$ cat config.mk
export PLATFORM = sky130hd
export DESIGN_NAME = ofdm_bit_interleaver
export DESIGN_NICKNAME = d
export VERILOG_FILES = /design/src/rtl/ofdm_bit_interleaver.sv
export SDC_FILE = /design/constraint.sdc
export NUM_CORES = 1
export LEC_CHECK = 0
export ABC_AREA = 1
export CAP_MARGIN = 20
export CELL_PAD_IN_SITES_DETAIL_PLACEMENT = 1
export CELL_PAD_IN_SITES_GLOBAL_PLACEMENT = 2
export CORE_MARGIN = 3
export CORE_UTILIZATION = 45
export DETAILED_ROUTE_END_ITERATION = 10
export PLACE_DENSITY = 0.86
export SLEW_MARGIN = 25
export SYNTH_ARGS = -nofsm -noshare
export SYNTH_HDL_FRONTEND = slang
export SYNTH_SLANG_ARGS = --single-unit
$ cat constraint.sdc
create_clock -name Clock -period 20 [get_ports Clock]
set_input_delay 5 -clock Clock [delete_from_list [all_inputs] [get_ports Clock]]
set_output_delay 5 -clock Clock [all_outputs]
set_load 0.01 [all_outputs]
$ cat src/rtl/ofdm_bit_interleaver.sv
// 802.11a per-symbol bit interleaver (both permutation steps) for BPSK, QPSK, 16QAM and 64QAM.
// Two symbol banks alternate so one symbol can be written while the previous one is read.
module ofdm_bit_interleaver #(
  parameter int MAX_N_BPSC = 6,
  parameter int IDX_W      = 9
) (
  input  logic       Clock,
  input  logic       Reset,
  input  logic [1:0] Mode,
  input  logic       InValid,
  input  logic       InData,
  output logic       InReady,
  output logic       OutValid,
  output logic       OutData,
  input  logic       OutReady,
  output logic       OutLast,
  output logic       ModeErr
);

  localparam int BANK_BITS = 48 * MAX_N_BPSC;
  localparam int AW        = $clog2(BANK_BITS);

  logic [BANK_BITS-1:0] bank [2];
  logic [1:0]           desc [2];
  logic [1:0]           full;
  logic                 wr_sel;
  logic                 rd_sel;
  logic [IDX_W-1:0]     wr_idx;
  logic [IDX_W-1:0]     rd_idx;
  logic                 mode_err;

  logic [1:0]           mode_eff;
  logic [1:0]           wr_mode;
  logic                 accept;
  logic                 emit;
  logic                 wr_last;
  logic                 rd_last;
  logic [IDX_W-1:0]     wr_addr;
  logic [IDX_W-1:0]     k_lo;
  logic [IDX_W-1:0]     k_hi;
  logic [IDX_W-1:0]     row_i;
  logic [IDX_W-1:0]     q_mod;
  logic [IDX_W-1:0]     m_mod;

  function automatic logic [IDX_W-1:0] n_cbps(input logic [1:0] m);
    case (m)
      2'd0:    n_cbps = IDX_W'(48);
      2'd1:    n_cbps = IDX_W'(96);
      2'd2:    n_cbps = IDX_W'(192);
      default: n_cbps = IDX_W'(288);
    endcase
  endfunction

  function automatic logic mode_ok(input logic [1:0] m);
    case (m)
      2'd0:    mode_ok = 1'b1;
      2'd1:    mode_ok = (MAX_N_BPSC >= 2);
      2'd2:    mode_ok = (MAX_N_BPSC >= 4);
      default: mode_ok = (MAX_N_BPSC >= 6);
    endcase
  endfunction

  // Mode is only looked at on the first bit of a symbol; afterwards the bank descriptor rules.
  assign mode_eff = mode_ok(Mode) ? Mode : 2'd0;
  assign wr_mode  = (wr_idx == '0) ? mode_eff : desc[wr_sel];
  assign InReady  = !Reset && !full[wr_sel];
  assign accept   = InValid && InReady;
  assign wr_last  = (wr_idx == n_cbps(wr_mode) - IDX_W'(1));

  assign OutValid = full[rd_sel];
  assign OutData  = full[rd_sel] && bank[rd_sel][rd_idx[AW-1:0]];
  assign rd_last  = (rd_idx == n_cbps(desc[rd_sel]) - IDX_W'(1));
  assign OutLast  = OutValid && rd_last;
  assign emit     = OutValid && OutReady;
  assign ModeErr  = mode_err;

  // Since k/16 never reaches N_CBPS/16, floor(16*i/N_CBPS) is just k mod 16, which
  // reduces the second permutation to a parity flip (s=2) or a mod-3 rotation (s=3).
  always_comb begin
    k_lo    = IDX_W'(wr_idx[3:0]);
    k_hi    = wr_idx >> 4;
    row_i   = '0;
    q_mod   = '0;
    m_mod   = '0;
    wr_addr = '0;
    case (wr_mode)
      2'd0: begin
        row_i   = IDX_W'(3) * k_lo + k_hi;
        wr_addr = row_i;
      end
      2'd1: begin
        row_i   = IDX_W'(6) * k_lo + k_hi;
        wr_addr = row_i;
      end
      2'd2: begin
        row_i   = IDX_W'(12) * k_lo + k_hi;
        wr_addr = {row_i[IDX_W-1:1], row_i[0] ^ wr_idx[0]};
      end
      default: begin
        row_i   = IDX_W'(18) * k_lo + k_hi;
        q_mod   = k_hi % IDX_W'(3);
        m_mod   = k_lo % IDX_W'(3);
        wr_addr = row_i - q_mod + ((q_mod + IDX_W'(3) - m_mod) % IDX_W'(3));
      end
    endcase
  end

  // Writer and reader always own different banks, so their full-flag updates never collide.
  always_ff @(posedge Clock or posedge Reset) begin
    if (Reset) begin
      full     <= '0;
      wr_sel   <= 1'b0;
      rd_sel   <= 1'b0;
      wr_idx   <= '0;
      rd_idx   <= '0;
      mode_err <= 1'b0;
      desc[0]  <= 2'd0;
      desc[1]  <= 2'd0;
    end else begin
      mode_err <= accept && (wr_idx == '0) && !mode_ok(Mode);
      if (accept) begin
        if (wr_idx == '0) begin
          desc[wr_sel] <= mode_eff;
        end
        if (wr_last) begin
          full[wr_sel] <= 1'b1;
          wr_sel       <= !wr_sel;
          wr_idx       <= '0;
        end else begin
          wr_idx <= wr_idx + IDX_W'(1);
        end
      end
      if (emit) begin
        if (rd_last) begin
          full[rd_sel] <= 1'b0;
          rd_sel       <= !rd_sel;
          rd_idx       <= '0;
        end else begin
          rd_idx <= rd_idx + IDX_W'(1);
        end
      end
    end
  end

  // Bit storage is deliberately left out of reset; the full flags gate everything read from it.
  always_ff @(posedge Clock) begin
    if (accept) begin
      bank[wr_sel][wr_addr[AW-1:0]] <= InData;
    end
  end

endmodule
==> metrics.txt <==
outcome=complete, no violations; DR vias/cell=6.08; DRT Wirelength=103 mm; Mapped Avg Cell Area=9.40 um^2; fmax=73.7 MHz; Clock Sinks=602; Final Skew=0.0275 ns; Max Cap Viol=0; via count=26367; fin crit share=67.8%; first-pass GRT wire length=160 mm; share of cells above drive strength 1=9.24%; drt initial violations=2253; Die Y=276 um; FF+latch count, synth=602; GPL Wtd Cong=0.829; remaining global-route overflow=0; Final HPWL DP=57.9 mm; Worst EP required=20.30 ns; Slew Viols, Final=0; setup TNS=0 ns; worst hold stages=2; Crit path largest cell delay=0.73 ns; Finished Core Util=49.7%; largest net degree at the start of global routing=294; Yosys cell types=64; Place WS=6.39 ns; PortBufs=10; Setup crit end kind=register; H-tree levels=3; PostCTS Resize Cnt=0; die footprint=76000 um^2; num ports=12; final hold violation count=0; num rows=98; clk_lat worst skew=0.62 ns; Starting Density=45.6%; worst hold slack=0.507 ns; Seq/Total Area, Yosys=54.9%; Layout area overhead=8.97%; multi-input logic area=13000 um^2; register area=18000 um^2; synthesized instance count=3479; Clock Pin Slew Worst Setup and Hold Paths=0.07 ns; Reg2Reg Depth=77; async set or reset register ratio after synthesis=4.32%; crit path launch type=register; Critical-path top delay cell=buf_4; fillers=8030; largest fanout on the critical path=64; DR WL/cell=23.8 um; post-layout minimum cycle time=13.56 ns; Final #Nets=3427; P per Cell Area=161 nW/um^2; WS Path Type=register to register; Die Width=276 um; final setup fails=0; Main synth FF type=edfxtp_1; Tightest Pin Transition=1.12 ns; # hold bufs at CTS=0; Critical Path AT=13.87 ns; clock buffer depth=3; vias in the first global route=27717; Leak=12.2 nW; Post-Syn Area=32700 um^2; buffer count from post-CTS setup fixing=0; initial antenna violation count=1; DRT antenna net count=0; root buffer cell=clkbuf_16; Syn. warnings=0; CTS Buf Count=68; core area=71700 um^2; Setup WS post-layout=6.44 ns; 1st-pass router iterations=5; DRC=0; Pwr Total=5.75 mW; RSZ-0062 raised after global routing=no; TritonCTS clock tree=built; Post-synth EDFFs=576; # diodes=0; Total Routing Usage GR=27.3%; worst min-delay path class=register to register; Max VDD drop=0.390 mV; max_slew headroom=25.3%; post-synthesis net count=3569
-- routing by layer --
metal	GRT usage (%)	part of all wire, %	up-vias
li1	-	-	11928
met1	35.9	43	13526
met2	46.6	49	743
met3	3.24	5.4	170
met4	9.39	3.0	0
met5	0	0	-
-- worst max-delay path, delay by kind of cell, from the launching register on --
| kind | cells | cell delay [ns] |
|---|---|---|
| XOR/XNOR | 4 | 0.84 |
| AND/OR/NAND/NOR | 44 | 5.93 |
| buffers and inverters | 11 | 1.71 |
| AO/OA/AOI/OAI | 8 | 1.25 |
| adder cells (fa/ha/maj) | 10 | 2.77 |
| flip-flops | 1 | 0.67 |
-- cells in the mapped netlist, types with 11 or more instances --
master	n	area share (%)
nand2_1	177	2.0
buf_4	16	0.37
inv_1	171	2.0
nand3_1	321	4.9
o221ai_1	69	1.8
dfrtp_1	26	2.0
a21oi_1	37	0.57
ha_1	63	2.4
inv_2	14	0.16
nand4_1	32	0.61
o211ai_1	11	0.25
buf_1	23	0.26
edfxtp_1	576	53
xor2_1	30	0.80
nand3_2	72	2.2
fa_1	20	1.2
nor3_1	71	1.1
nor2_1	933	11
o22ai_1	92	1.8
o21ai_0	366	5.6
nand2_2	25	0.48
clkbuf_1	211	2.4
-- placed cells by master, fill, tap and decap left out, drive strengths merged, types with 69 or more instances in the layout --
cell type  instances
nor2             946
nor3              71
nand3            401
inv              187
nand2            203
o22ai             92
o21ai            371
o221ai            69
edfxtp           576
clkbuf            89
-- where the power goes --
| group | total, mW | leakage, nW | switching, mW | internal [mW] |
|---|---|---|---|---|
| sequential | 1.38 | 5.47 | 0.00392 | 1.38 |
| combinational | 3.15 | 5.73 | 2.04 | 1.11 |
| clock | 1.21 | 1.03 | 0.532 | 0.677 |
-- kinds of logic after synthesis --
group | count (synthesis) | synth area share, %
buffers and inverters | 453 | 5.71
AOI/OAI and AO/OA | 620 | 11.1
muxes | 2 | 0.0650
other | 1 | 0.0115
DFF | 602 | 54.9
xor gates and xnor gates | 39 | 1.04
adders and majority gates | 83 | 3.63
and+or+nand+nor | 1679 | 23.6
-- sequential cells by signal (all words and copies together) (netlist names) --
name    flops
wr_idx      9
full        2
bank      576
rd_sel      1
rd_idx      9
wr_sel      1
desc        4
-- layout make-up --
cell class	count	area share (%)
sequential	602	50.4
multi-input combinational	2424	36.6
clock buffer	89	5.11
tap	950	3.33
inverter	187	2.02
timing repair buffer	54	1.77
clock inverter	32	0.804
-- metrics by stage --
step | instance area (um^2) | instances
floorplan | 32700 | 3479
finish | 35600 | 4338
CTS | 35600 | 4335
global placement | 33300 | 4208
global route | 35600 | 4338
detailed placement | 33500 | 4214
-- final timing paths --
check,from,end,slack [ns]
setup / recovery,wr_idx[1]$_DFFE_PP0P_,bank[1][223]$_DFFE_PP_,6.44
hold / removal,desc[2]$_DFFE_PP0P_,desc[2]$_DFFE_PP0P_,0.51
setup reg to reg,wr_idx[1]$_DFFE_PP0P_,bank[1][223]$_DFFE_PP_,6.44
hold reg to reg,desc[2]$_DFFE_PP0P_,desc[2]$_DFFE_PP0P_,0.51
max in group asynchronous,Reset,rd_idx[0]$_DFFE_PP0P_,14.86
min in group asynchronous,Reset,full[0]$_DFF_PP0_,4.79
(Power assumes the default switching activity.)
